## config.mk

```make
export PLATFORM = sky130hd
export DESIGN_NAME = q_nibble_packer_flat
export DESIGN_NICKNAME = d
export VERILOG_FILES = /design/src/rtl/tutor_pkg.sv /design/src/rtl/q_nibble_packer_if.sv /design/src/rtl/q_sync_fifo.sv /design/src/rtl/q_nibble_packer.sv /design/src/flat_wrapper.sv
export SDC_FILE = /design/constraint.sdc
export NUM_CORES = 1
export LEC_CHECK = 0
export ABC_AREA = 1
export BUFFER_PORTS_ARGS = -buffer_cell sky130_fd_sc_hd__buf_2
export CORE_ASPECT_RATIO = 1.2
export CORE_MARGIN = 1
export CORE_UTILIZATION = 50
export DETAILED_ROUTE_END_ITERATION = 7
export PLACE_DENSITY = 0.77
export SLEW_MARGIN = 20
export SYNTH_ARGS = -nofsm -noshare
export SYNTH_HDL_FRONTEND = slang
export SYNTH_HIERARCHICAL = 1
export SYNTH_SLANG_ARGS = --single-unit
```

## constraint.sdc

```tcl
create_clock -name clk -period 2.78 [get_ports clk]
set_clock_uncertainty 0.1 [all_clocks]
set_input_delay 0.556 -clock clk [delete_from_list [all_inputs] [get_ports clk]]
set_output_delay 0.556 -clock clk [all_outputs]
set_load 0.1 [all_outputs]
```

## src/rtl/tutor_pkg.sv

```systemverilog
// Shared widths, pair-state encoding and a constant clog2 for the nibble packer slice.
package tutor_pkg;

    localparam int unsigned NIB_W  = 4;
    localparam int unsigned BYTE_W = 8;

    typedef enum logic {
        ST_EMPTY = 1'b0,
        ST_HALF  = 1'b1
    } pair_state_e;

    // Ceiling log2, usable in parameter and port-width expressions.
    function automatic int unsigned clog2(input int unsigned v);
        int unsigned r;
        r = 0;
        while ((64'(1) << r) < 64'(v)) begin
            r = r + 1;
        end
        return r;
    endfunction

endpackage

```

## src/rtl/q_nibble_packer_if.sv

```systemverilog
// Nibble input, byte output and status signals of the nibble packer.
interface q_nibble_packer_if
    import tutor_pkg::*;
#(
    parameter int unsigned DEPTH = 4
);
    localparam int unsigned LVL_W = clog2(DEPTH) + 1;

    logic [NIB_W-1:0]  q_in;
    logic              q_valid;
    logic              flush;
    logic [BYTE_W-1:0] byte_out;
    logic              byte_valid;
    logic              byte_ready;
    logic [LVL_W-1:0]  level;
    logic              full;
    logic              ovf;

    modport master (
        output q_in, q_valid, flush, byte_ready,
        input  byte_out, byte_valid, level, full, ovf
    );

    modport slave (
        input  q_in, q_valid, flush, byte_ready,
        output byte_out, byte_valid, level, full, ovf
    );

endinterface

```

## src/rtl/q_sync_fifo.sv

```systemverilog
// First-word-fall-through synchronous FIFO with level/full/empty, synchronous active-high clear.
module q_sync_fifo
    import tutor_pkg::*;
#(
    parameter int unsigned WIDTH = 8,
    parameter int unsigned DEPTH = 4
) (
    input  logic                    clk,
    input  logic                    clr,
    input  logic                    push,
    input  logic [WIDTH-1:0]        wdata,
    input  logic                    pop,
    output logic [WIDTH-1:0]        rdata,
    output logic [clog2(DEPTH):0]   level,
    output logic                    full,
    output logic                    empty
);
    localparam int unsigned AW = clog2(DEPTH);
    localparam int unsigned LW = AW + 1;

    logic [WIDTH-1:0] mem [DEPTH];
    logic [AW-1:0]    wr_ptr;
    logic [AW-1:0]    rd_ptr;
    logic [LW-1:0]    level_d;
    logic             do_push;
    logic             do_pop;

    // A push into a full FIFO is only taken when a pop frees the head slot in the same cycle.
    always_comb begin
        do_pop  = pop & ~empty;
        do_push = push & (~full | do_pop);
        level_d = level;
        if (do_push && !do_pop) begin
            level_d = level + LW'(1);
        end else if (do_pop && !do_push) begin
            level_d = level - LW'(1);
        end
    end

    always_ff @(posedge clk) begin
        if (clr) begin
            wr_ptr <= '0;
            rd_ptr <= '0;
            level  <= '0;
            full   <= 1'b0;
            empty  <= 1'b1;
            for (int i = 0; i < int'(DEPTH); i++) begin
                mem[i] <= '0;
            end
        end else begin
            if (do_push) begin
                mem[wr_ptr] <= wdata;
                wr_ptr      <= wr_ptr + AW'(1);
            end
            if (do_pop) begin
                rd_ptr <= rd_ptr + AW'(1);
            end
            level <= level_d;
            full  <= (level_d == LW'(DEPTH));
            empty <= (level_d == '0);
        end
    end

    assign rdata = mem[rd_ptr];

endmodule

```

## src/rtl/q_nibble_packer.sv

```systemverilog
// Packs accepted Q nibbles pairwise into bytes, buffers them in a FIFO and flags overflow.
module q_nibble_packer
    import tutor_pkg::*;
#(
    parameter int unsigned DEPTH       = 4,
    parameter bit          CHANGE_ONLY = 1'b0,
    parameter bit          HI_FIRST    = 1'b1
) (
    input  logic              clk,
    input  logic              clr,
    q_nibble_packer_if.slave  bus
);
    pair_state_e       state_q;
    pair_state_e       state_d;
    logic [NIB_W-1:0]  stored_q;
    logic [NIB_W-1:0]  stored_d;
    logic [NIB_W-1:0]  last_q;
    logic              have_last_q;
    logic              ovf_q;
    logic              accept_c;
    logic              push_c;
    logic              pop_c;
    logic [BYTE_W-1:0] pack_c;
    logic              fifo_full;
    logic              fifo_empty;

    // Until the first accept there is no last nibble, so that accept is never suppressed.
    always_comb begin
        accept_c = 1'b0;
        if (bus.q_valid) begin
            accept_c = !CHANGE_ONLY || !have_last_q || (bus.q_in != last_q);
        end
        pop_c = ~fifo_empty & bus.byte_ready;
    end

    always_ff @(posedge clk) begin
        if (clr) begin
            state_q <= ST_EMPTY;
        end else begin
            state_q <= state_d;
        end
    end

    // Pair state machine; flush discards a half-formed byte and wins over a coincident accept.
    always_comb begin
        state_d  = state_q;
        stored_d = stored_q;
        push_c   = 1'b0;
        pack_c   = HI_FIRST ? {stored_q, bus.q_in} : {bus.q_in, stored_q};
        if (bus.flush) begin
            state_d = ST_EMPTY;
        end else if (accept_c) begin
            case (state_q)
                ST_EMPTY: begin
                    stored_d = bus.q_in;
                    state_d  = ST_HALF;
                end
                ST_HALF: begin
                    push_c  = 1'b1;
                    state_d = ST_EMPTY;
                end
            endcase
        end
    end

    always_ff @(posedge clk) begin
        if (clr) begin
            stored_q    <= '0;
            last_q      <= '0;
            have_last_q <= 1'b0;
            ovf_q       <= 1'b0;
        end else begin
            stored_q <= stored_d;
            if (accept_c) begin
                last_q      <= bus.q_in;
                have_last_q <= 1'b1;
            end
            if (push_c && fifo_full && !pop_c) begin
                ovf_q <= 1'b1;
            end
        end
    end

    q_sync_fifo #(
        .WIDTH (BYTE_W),
        .DEPTH (DEPTH)
    ) u_fifo (
        .clk   (clk),
        .clr   (clr),
        .push  (push_c),
        .wdata (pack_c),
        .pop   (pop_c),
        .rdata (bus.byte_out),
        .level (bus.level),
        .full  (fifo_full),
        .empty (fifo_empty)
    );

    assign bus.byte_valid = ~fifo_empty;
    assign bus.full       = fifo_full;
    assign bus.ovf        = ovf_q;

endmodule

```

## src/flat_wrapper.sv

```systemverilog
// flat-port wrapper written by rule: the top's interface ports become plain ports
module q_nibble_packer_flat import tutor_pkg::*;
#(
    parameter int unsigned DEPTH       = 4,
    parameter bit          CHANGE_ONLY = 1'b0,
    parameter bit          HI_FIRST    = 1'b1
)
  (clk, clr, bus_q_in, bus_q_valid, bus_flush, bus_byte_ready, bus_byte_out, bus_byte_valid, bus_level, bus_full, bus_ovf);
  q_nibble_packer_if #(.DEPTH(DEPTH)) bus_i ();
  input  logic clk;
  input  logic clr;
  input wire logic [$bits(bus_i.q_in)-1:0] bus_q_in;
  input wire logic [$bits(bus_i.q_valid)-1:0] bus_q_valid;
  input wire logic [$bits(bus_i.flush)-1:0] bus_flush;
  input wire logic [$bits(bus_i.byte_ready)-1:0] bus_byte_ready;
  output wire logic [$bits(bus_i.byte_out)-1:0] bus_byte_out;
  output wire logic [$bits(bus_i.byte_valid)-1:0] bus_byte_valid;
  output wire logic [$bits(bus_i.level)-1:0] bus_level;
  output wire logic [$bits(bus_i.full)-1:0] bus_full;
  output wire logic [$bits(bus_i.ovf)-1:0] bus_ovf;
  assign bus_i.q_in = bus_q_in;
  assign bus_i.q_valid = bus_q_valid;
  assign bus_i.flush = bus_flush;
  assign bus_i.byte_ready = bus_byte_ready;
  assign bus_byte_out = bus_i.byte_out;
  assign bus_byte_valid = bus_i.byte_valid;
  assign bus_level = bus_i.level;
  assign bus_full = bus_i.full;
  assign bus_ovf = bus_i.ovf;
  q_nibble_packer #(.DEPTH(DEPTH), .CHANGE_ONLY(CHANGE_ONLY), .HI_FIRST(HI_FIRST)) u_core (.clk(clk), .clr(clr), .bus(bus_i));
endmodule
```

* Word-level counts from Yosys, hierarchy flattened
Memory sizes are Yosys's and may differ from the RTL's. A register that Yosys moved wholly into a read port is not among the register bits.
Index checks and enable logic that the tools add are counted.
** Word-level totals
- Flip-flop bits (word level) :: 15
- RAM bits :: 32
- Input bits :: 9
- Logic and storage cells :: 50
- Memories :: 1
** Memory list
- u_core.u_fifo.mem :: words 4, bits a word 8, rd ports 1, clocked after Yosys merged registers in 1, write ports 4, line q_sync_fifo.sv:21 : logic [WIDTH-1:0] mem [DEPTH];
** Cells by class
- $add $sub $neg :: 4
- Eq/ne operators :: 1
- Mux-type cells :: 17
- Bitwise operators :: 8
- Reductions and logical operators :: 11
** Operators by type and width (count)
- 1-bit two-way mux :: 10
- 8-bit two-way mux :: 1
- 8-bit OR reduction :: 1
- 2-bit two-way mux :: 3
- 3-bit two-way mux :: 2
- 2-bit by 1-bit adder with 2-bit output (second input constant) :: 2
- 1-bit logical AND :: 4
- 1-bit NOT :: 4
- 3-bit by 1-bit adder with 3-bit output (second input constant) :: 1
- 1-bit bitwise AND :: 3
- 3-bit equality test (second input constant) :: 1
- 1-bit logical NOT :: 3
- 3-bit logical NOT :: 1
- 3-bit AND reduction :: 1
- 3-bit by 1-bit subtractor with 3-bit output (second input constant) :: 1
- 1-bit one-hot mux with 2 select lines :: 1
- 2-bit OR reduction :: 1
- 1-bit OR :: 1

* Longest topological paths before layout
Gate-level depths: netlist (run 1).
- Depth in word-level cells :: 10
- Depth in mapped cells :: 10
- Gate-level depth less buffers :: 10

* By module
Netlist (run 1), hierarchy kept.
** Modules (own cells, without submodules)
- q_sync_fifo :: instances 1, cells an instance 200, area an instance 1923.1 um^2, sequential area each 1181.1 um^2
- q_nibble_packer :: instances 1, cells an instance 36, area an instance 249.0 um^2, sequential area each 120.1 um^2

* Worst setup path before layout (run 1)
No wires, ideal clock.
- Path kind :: register -> output
- Start point :: reg with a tool-made name
- End point :: out bus_byte_out[5]
- Arrival time :: 2.198 ns
- Setup slack :: -0.074 ns
- Cell stages (with the launch flop) :: 5
- Buffers on the path :: 1
- Cells stage by stage :: dfxtp_1 inv_1 buf_2 o21ai_0 o22ai_1
** RTL lines
- end, declared :: line flat_wrapper.sv:16 : output wire logic [$bits(bus_i.byte_out)-1:0] bus_byte_out;

==> flow_metrics.py, run 1 <==
metrics = {
    "run_status": {
        "status": "finished, final reports clean",
    },
    "floorplanning": {
        "io_pins": 23,
        "start_util": 0.538,
        "die_x_um": 62.2,
        "core_sq_um": 4040,
        "core.rowCount": 25,
        "dieHeight_um": 74.2,
        "die_area_sq_um": 4610,
    },
    "synth": {
        "synth_flop_cell": "edfxtp_1",
        "yosysTopAreaCell": "edfxtp_1",
        "syn_inst": 236,
        "yosysMostFrequentCell": "nor2_1",
        "yosysTopAreaCellShare": 0.442,
        "yosys-top-cells-area": "edfxtp_1 (44%), dfxtp_1 (16%), nor2_1 (11%)",
        "async_flop_share": 0,
        "syn-num-nets": 247,
        "synth_top_cells_by_count": "nor2_1 (62), inv_1 (33), edfxtp_1 (32)",
        "yosys_warnings": 6,
        "synth_cell_type_count": 24,
        "ys_seq_area_frac": 0.599,
        "netlist_area_sq_um": 2170,
        "ys_ff_latch": 49,
        "syn_avg_cell_area_sq_um": 9.20,
        "synth-edff-count": 32,
    },
    "min_path": {
        "hp-class": "reg2reg",
    },
    "clocking": {
        "cts_buffers": 5,
        "clockBufferDepth": 2,
        "post_cts_resized": 0,
        "cts_tree": "built",
        "clkSlewWorstSetupHoldPaths_ns": 0.09,
        "numClockSinks": 49,
        "hold_buffers": 0,
        "clk_latency_ns": 0.30,
        "clockRootBuffer": "clkbuf_8",
        "htreeDepth": 2,
        "cts_setup_buffers": 0,
    },
    "setup_path": {
        "cp-start-kind": "flip-flop",
        "r2r_slack_ns": 0.91,
        "cp_slowest_stage_delay_ns": 0.44,
        "cp_slowest_cell": "buf_2",
        "cp_data_arrival_time_ns": 1.89,
        "path_max_fanout": 17,
        "setup.worst_path.class": "reg2out",
        "cp.required_ns": 2.12,
        "cp-end-kind": "output port",
        "cp_cell_sequence": "buf_4 -> inv_1 -> o21ai_0 -> o22ai_2 -> buf_2",
    },
    "pwr": {
        "power_frac_comb": 0.094,
        "switching_share": 0.261,
        "max-vdd-ir-drop_mv": 0.456,
        "p_seq_frac": 0.596,
        "intPower_uw": 999,
        "leakagePower_nw": 1.11,
        "power.switching_uw": 353,
        "p_clk_frac": 0.310,
        "powerDensity_nw_per_um2": 542,
    },
    "timing": {
        "finalSetupTns_ns": 0,
        "rsz0062_at_grt": "no",
        "slew_violations": 0,
        "finalHoldViolCount": 0,
        "worst_pin_slew_ns": 0.487,
        "slew-limit-headroom": 0.677,
        "period_share": 0.917,
        "max_freq_mhz": 392,
        "min_period_ns": 2.55,
        "setup_viol": 0,
    },
    "routing": {
        "drt-initial-drc-count": 68,
        "wl_per_cell_um": 13.0,
        "drc": 0,
        "drt-total-wl_um": 4150,
        "first_pass_iters": 4,
        "vias": 1614,
        "viasPerCell": 5.04,
        "ant_nets": 0,
    },
    "placed_design": {
        "hpwl_um": 2980,
        "place_congestion": 0.762,
        "port-buffer-count": 22,
    },
    "layout": {
        "area_growth_pct": 14.9,
        "utilization": 0.619,
        "insertedDiodeCount": 0,
        "nNetsFinal": 276,
        "layout-drive-gt1-share": 0.222,
    },
    "run": {
        "drv_cap": 0,
    },
    "global_routing": {
        "overflow": 0,
        "grt_max_degree": 18,
        "grt_pass1_vias": 1508,
        "grt_pass1_wl_um": 7040,
        "antenna_found_initial": 0,
        "grt.total_usage": 0.202,
    },
}
metal layers:
metal | track usage | share of wire | vias to the layer above
met4 | 0.0956 | 0.028 | 0
met2 | 0.358 | 0.50 | 48
met3 | 0.0429 | 0.050 | 11
met5 | 0 | 0 | -
met1 | 0.239 | 0.42 | 738
li1 | - | - | 817
worst max-delay path, delay by kind of cell, from the launching register on:
family	cells	cell delay, ns
AOI/OAI and AO/OA	2	0.29
buffers and inverters	3	0.99
DFF	1	0.31
cells in the final DEF (no fill, tap or decap):
master / netlist / layout
a21oi_1: 1 / 1
a21oi_4: 1 / 1
a31oi_1: 1 / 1
buf_2: 2 / 22
buf_4: 0 / 2
clkbuf_8: 0 / 5
clkinv_2: 1 / 1
clkinvlp_4: 0 / 3
dfxtp_1: 17 / 17
edfxtp_1: 32 / 32
ha_1: 2 / 2
inv_1: 33 / 33
inv_2: 2 / 2
inv_6: 1 / 1
nand2_1: 24 / 24
nand2_2: 9 / 9
nand2_4: 2 / 2
nand3_1: 8 / 8
nand3_2: 1 / 1
nand4_1: 1 / 1
nor2_1: 62 / 62
nor2_2: 1 / 1
nor2_4: 1 / 1
o21ai_0: 24 / 24
o22ai_2: 0 / 8
xnor2_1: 1 / 1
xor2_1: 1 / 1
through the flow:
stage / power (mW) / worst slack, ns / cell area, sq um / cells / hold slack (ns)
6_report: 1.35 / 0.229 / 2500 / 320 / 0.379
5_1_grt: 1.41 / 0.0848 / 2500 / 320 / 0.411
4_1_cts: 1.37 / 0.207 / 2500 / 320 / 0.386
3_5_place_dp: 0.951 / 0.505 / 2400 / 312 / 0.362
3_3_place_gp: 0.947 / 0.565 / 2400 / 312 / 0.352
2_1_floorplan: 0.919 / 0.169 / 2220 / 236 / 0.365
cell type report:
| class | count | area, sq um |
|---|---|---|
| clock inverter | 3 | 22.5 |
| multi-input combinational | 148 | 766 |
| fill | 358 | 1540 |
| sequential | 49 | 1300 |
| clock buffer | 5 | 68.8 |
| tap | 54 | 67.6 |
| inverter | 37 | 145 |
| timing repair buffer | 24 | 125 |
worst paths after layout:
check,endpoint,cells after the start,from
setup / recovery,bus_byte_out[3],5,flip-flop
hold / removal,u_core/bus.ovf,2,u_core/bus.ovf
setup reg to reg,u_core/u_fifo/mem[0][6],8,u_core/state_q
hold reg to reg,u_core/bus.ovf,2,u_core/bus.ovf
registers in the layout, indices dropped and copies added, names as in the netlist, named ones only:
signal / count
u_core/bus.ovf: 1
u_core/state_q: 1
u_core/stored_q: 4
u_core/u_fifo/empty: 1
u_core/u_fifo/full: 1
u_core/u_fifo/level: 3
u_core/u_fifo/mem: 32
u_core/u_fifo/rd_ptr: 2
u_core/u_fifo/wr_ptr: 2
cells by family (layout without fill, tap and decap cells):
group	Yosys count	count (layout)	share of synthesized area
compound gates	35	35	0.0910
simple gates	109	109	0.219
fa+ha+maj	2	2	0.0115
flops	49	49	0.599
buf+inv	39	69	0.0714
xor+xnor	2	2	0.00807
power by group through the flow:
stage                     Sequential (mW)  Clock [mW]  Combinational, mW
after global routing                0.809       0.460              0.137
after floorplan                     0.831           0             0.0881
after CTS                           0.806       0.433              0.128
after detailed placement            0.823           0              0.127
final                               0.806       0.419              0.127
after global placement              0.822           0              0.125
Note: power is estimated with default switching activity, not from simulation.
==> inputs of run 2 (changes only) <==
--- a/config.mk
+++ b/config.mk
@@ -13,2 +13,3 @@
 export DETAILED_ROUTE_END_ITERATION = 7
+export GPL_TIMING_DRIVEN = 0
 export PLACE_DENSITY = 0.77
==> constraint.sdc (replaced) <==
create_clock -name clk -period 2.78 [get_ports clk]
set_clock_uncertainty 0.1 [all_clocks]
set_input_delay 0.139 -clock clk [delete_from_list [all_inputs] [get_ports clk]]
set_output_delay 0.139 -clock clk [all_outputs]
set_load 0.1 [all_outputs]
==> run 2 against run 1 <==
  * Cell area down 1.1%
  * Hold slack worse by 0.38 ns
  * Sequential power about the same
==> flow_metrics.py, run 2 (synthesis results as in run 1) <==
metrics = {
    "run_status": {
        "status": "finished, final reports clean",
    },
    "setup_path": {
        "path_max_fanout": 8,
        "startpoint": "bus_q_valid",
        "cp_data_arrival_time_ns": 2.11,
        "cp-start-kind": "input port",
        "setup.worst_path.class": "in2reg",
        "r2r_slack_ns": 0.65,
        "worstReg2RegStart": "u_core/state_q",
        "cp-end-kind": "flip-flop",
        "ff2ff_path_depth": 6,
        "cp.required_ns": 2.61,
        "rr_endpoint": "u_core/u_fifo/mem[2][6]",
    },
    "layout": {
        "layout_commonest_cell": "nor2_1",
        "final_cell_mix": "nor2_1 (62), inv_1 (33), edfxtp_1 (32)",
        "area_growth_pct": 13.7,
        "largest_register_ffs": 32,
        "insertedDiodeCount": 0,
        "largest_registers": "u_core/u_fifo/mem: 32 flops, u_core/stored_q: 4 flops, u_core/u_fifo/level: 3 flops",
        "nNetsFinal": 277,
        "utilization": 0.612,
        "layout-drive-gt1-share": 0.187,
        "regMostFlops": "u_core/u_fifo/mem",
    },
    "pwr": {
        "p_clk_frac": 0.348,
        "leakagePower_nw": 1.11,
        "powerDensity_nw_per_um2": 577,
        "intPower_mw": 1.09,
        "power.switching_uw": 340,
        "switching_share": 0.239,
        "power_frac_comb": 0.087,
        "p_seq_frac": 0.566,
        "p_total_mw": 1.43,
        "max-vdd-ir-drop_mv": 0.331,
    },
    "clocking": {
        "clk_latency_ns": 0.30,
        "cts_tree": "built",
        "post_cts_resized": 0,
        "clockRootBuffer": "clkbuf_8",
        "numClockSinks": 49,
        "cts_setup_buffers": 0,
        "cts_buffers": 5,
        "htreeDepth": 2,
        "clockBufferDepth": 2,
        "hold_buffers": 1,
        "clkSlewWorstSetupHoldPaths_ns": 0.08,
    },
    "routing": {
        "drc": 0,
        "ant_nets": 0,
        "vias": 1618,
        "wl_per_cell_um": 13.0,
        "drt-total-wl_um": 4170,
        "drt-initial-drc-count": 93,
        "first_pass_iters": 4,
        "viasPerCell": 5.04,
    },
    "timing": {
        "worst_pin_slew_ns": 0.938,
        "slew-limit-headroom": 0.371,
        "min_period_ns": 2.28,
        "setup_viol": 0,
        "slew_violations": 0,
        "finalSetupTns_ns": 0,
        "finalHoldViolCount": 0,
        "max_freq_mhz": 439,
        "rsz0062_at_grt": "no",
        "period_share": 0.820,
    },
    "placed_design": {
        "place_congestion": 0.768,
        "hpwl_um": 2910,
        "port-buffer-count": 22,
    },
    "floorplanning": {
        "core_sq_um": 4040,
        "core.rowCount": 25,
        "start_util": 0.538,
        "dieHeight_um": 74.2,
        "die_area_sq_um": 4610,
        "io_pins": 23,
        "die_x_um": 62.2,
    },
    "min_path": {
        "hp-class": "in2reg",
        "hold_path_end": "u_core/bus.ovf",
        "hold_start": "clr",
        "hold_depth": 2,
    },
    "run": {
        "drv_cap": 0,
    },
    "global_routing": {
        "overflow": 0,
        "grt_pass1_wl_um": 6950,
        "grt_pass1_vias": 1568,
        "grt.total_usage": 0.199,
        "grt_max_degree": 16,
        "antenna_found_initial": 0,
    },
}
run 2: cell count changes in the layout (fill, tap and decap cells not counted), moves of 2 or more:
cell and change:
buf_4 -2, o22ai_1 +8, buf_2 +2, o22ai_2 -8, clkinvlp_4 -2
run 2: stage by stage:
stage	hold WS [ns]	worst slack (ns)	std cells	cell area, sq um
6_report	0.00233	0.501	321	2470
5_1_grt	0.0165	0.399	321	2470
4_1_cts	0.00563	0.497	321	2470
3_5_place_dp	0.320	0.634	312	2350
3_3_place_gp	0.316	0.348	312	2350
2_1_floorplan	0.111	0.169	236	2170
run 2: cell type report:
cell class	count	area, sq um
multi-input combinational	148	716
buffer	2	10.0
tap	54	67.6
inverter	37	145
timing repair buffer	23	120
clock inverter	3	41.3
sequential	49	1300
clock buffer	5	68.8
fill	351	1570
run 2: how the worst max path moves through the flow:
stage | to | slack [ns] | depth (start not counted)
floorplan | u_core/u_fifo/mem[2][0] | 0.17 | 7
global placement | u_core/u_fifo/mem[2][5] | 0.35 | 6
global route | u_core/u_fifo/mem[2][5] | 0.40 | 8
CTS | u_core/u_fifo/mem[2][0] | 0.50 | 8
finish | u_core/u_fifo/mem[2][6] | 0.50 | 8
detailed placement | u_core/u_fifo/mem[2][2] | 0.63 | 6
run 2: layer usage:
| metal | global-route usage | share of wire | up-vias |
|---|---|---|---|
| li1 | - | - | 820 |
| met1 | 0.219 | 0.44 | 752 |
| met2 | 0.379 | 0.51 | 42 |
| met3 | 0.0429 | 0.041 | 4 |
| met4 | 0.0801 | 0.0096 | 0 |
| met5 | 0 | 0 | - |
run 2: worst max-delay path: stages:
cell and delay (ns):
dlygate4sd3_1 0.53, buf_2 0.14, nand3_1 0.10, inv_1 0.13, inv_1 0.09, a21oi_4 0.17, inv_1 0.08, o21ai_1 0.73
run 2: power groups by stage:
stage | Sequential [mW] | Combinational, mW | Clock [mW]
floorplan | 0.831 | 0.0852 | 0
global placement | 0.822 | 0.121 | 0
detailed placement | 0.824 | 0.122 | 0
CTS | 0.807 | 0.124 | 0.510
global route | 0.809 | 0.132 | 0.532
finish | 0.807 | 0.124 | 0.496
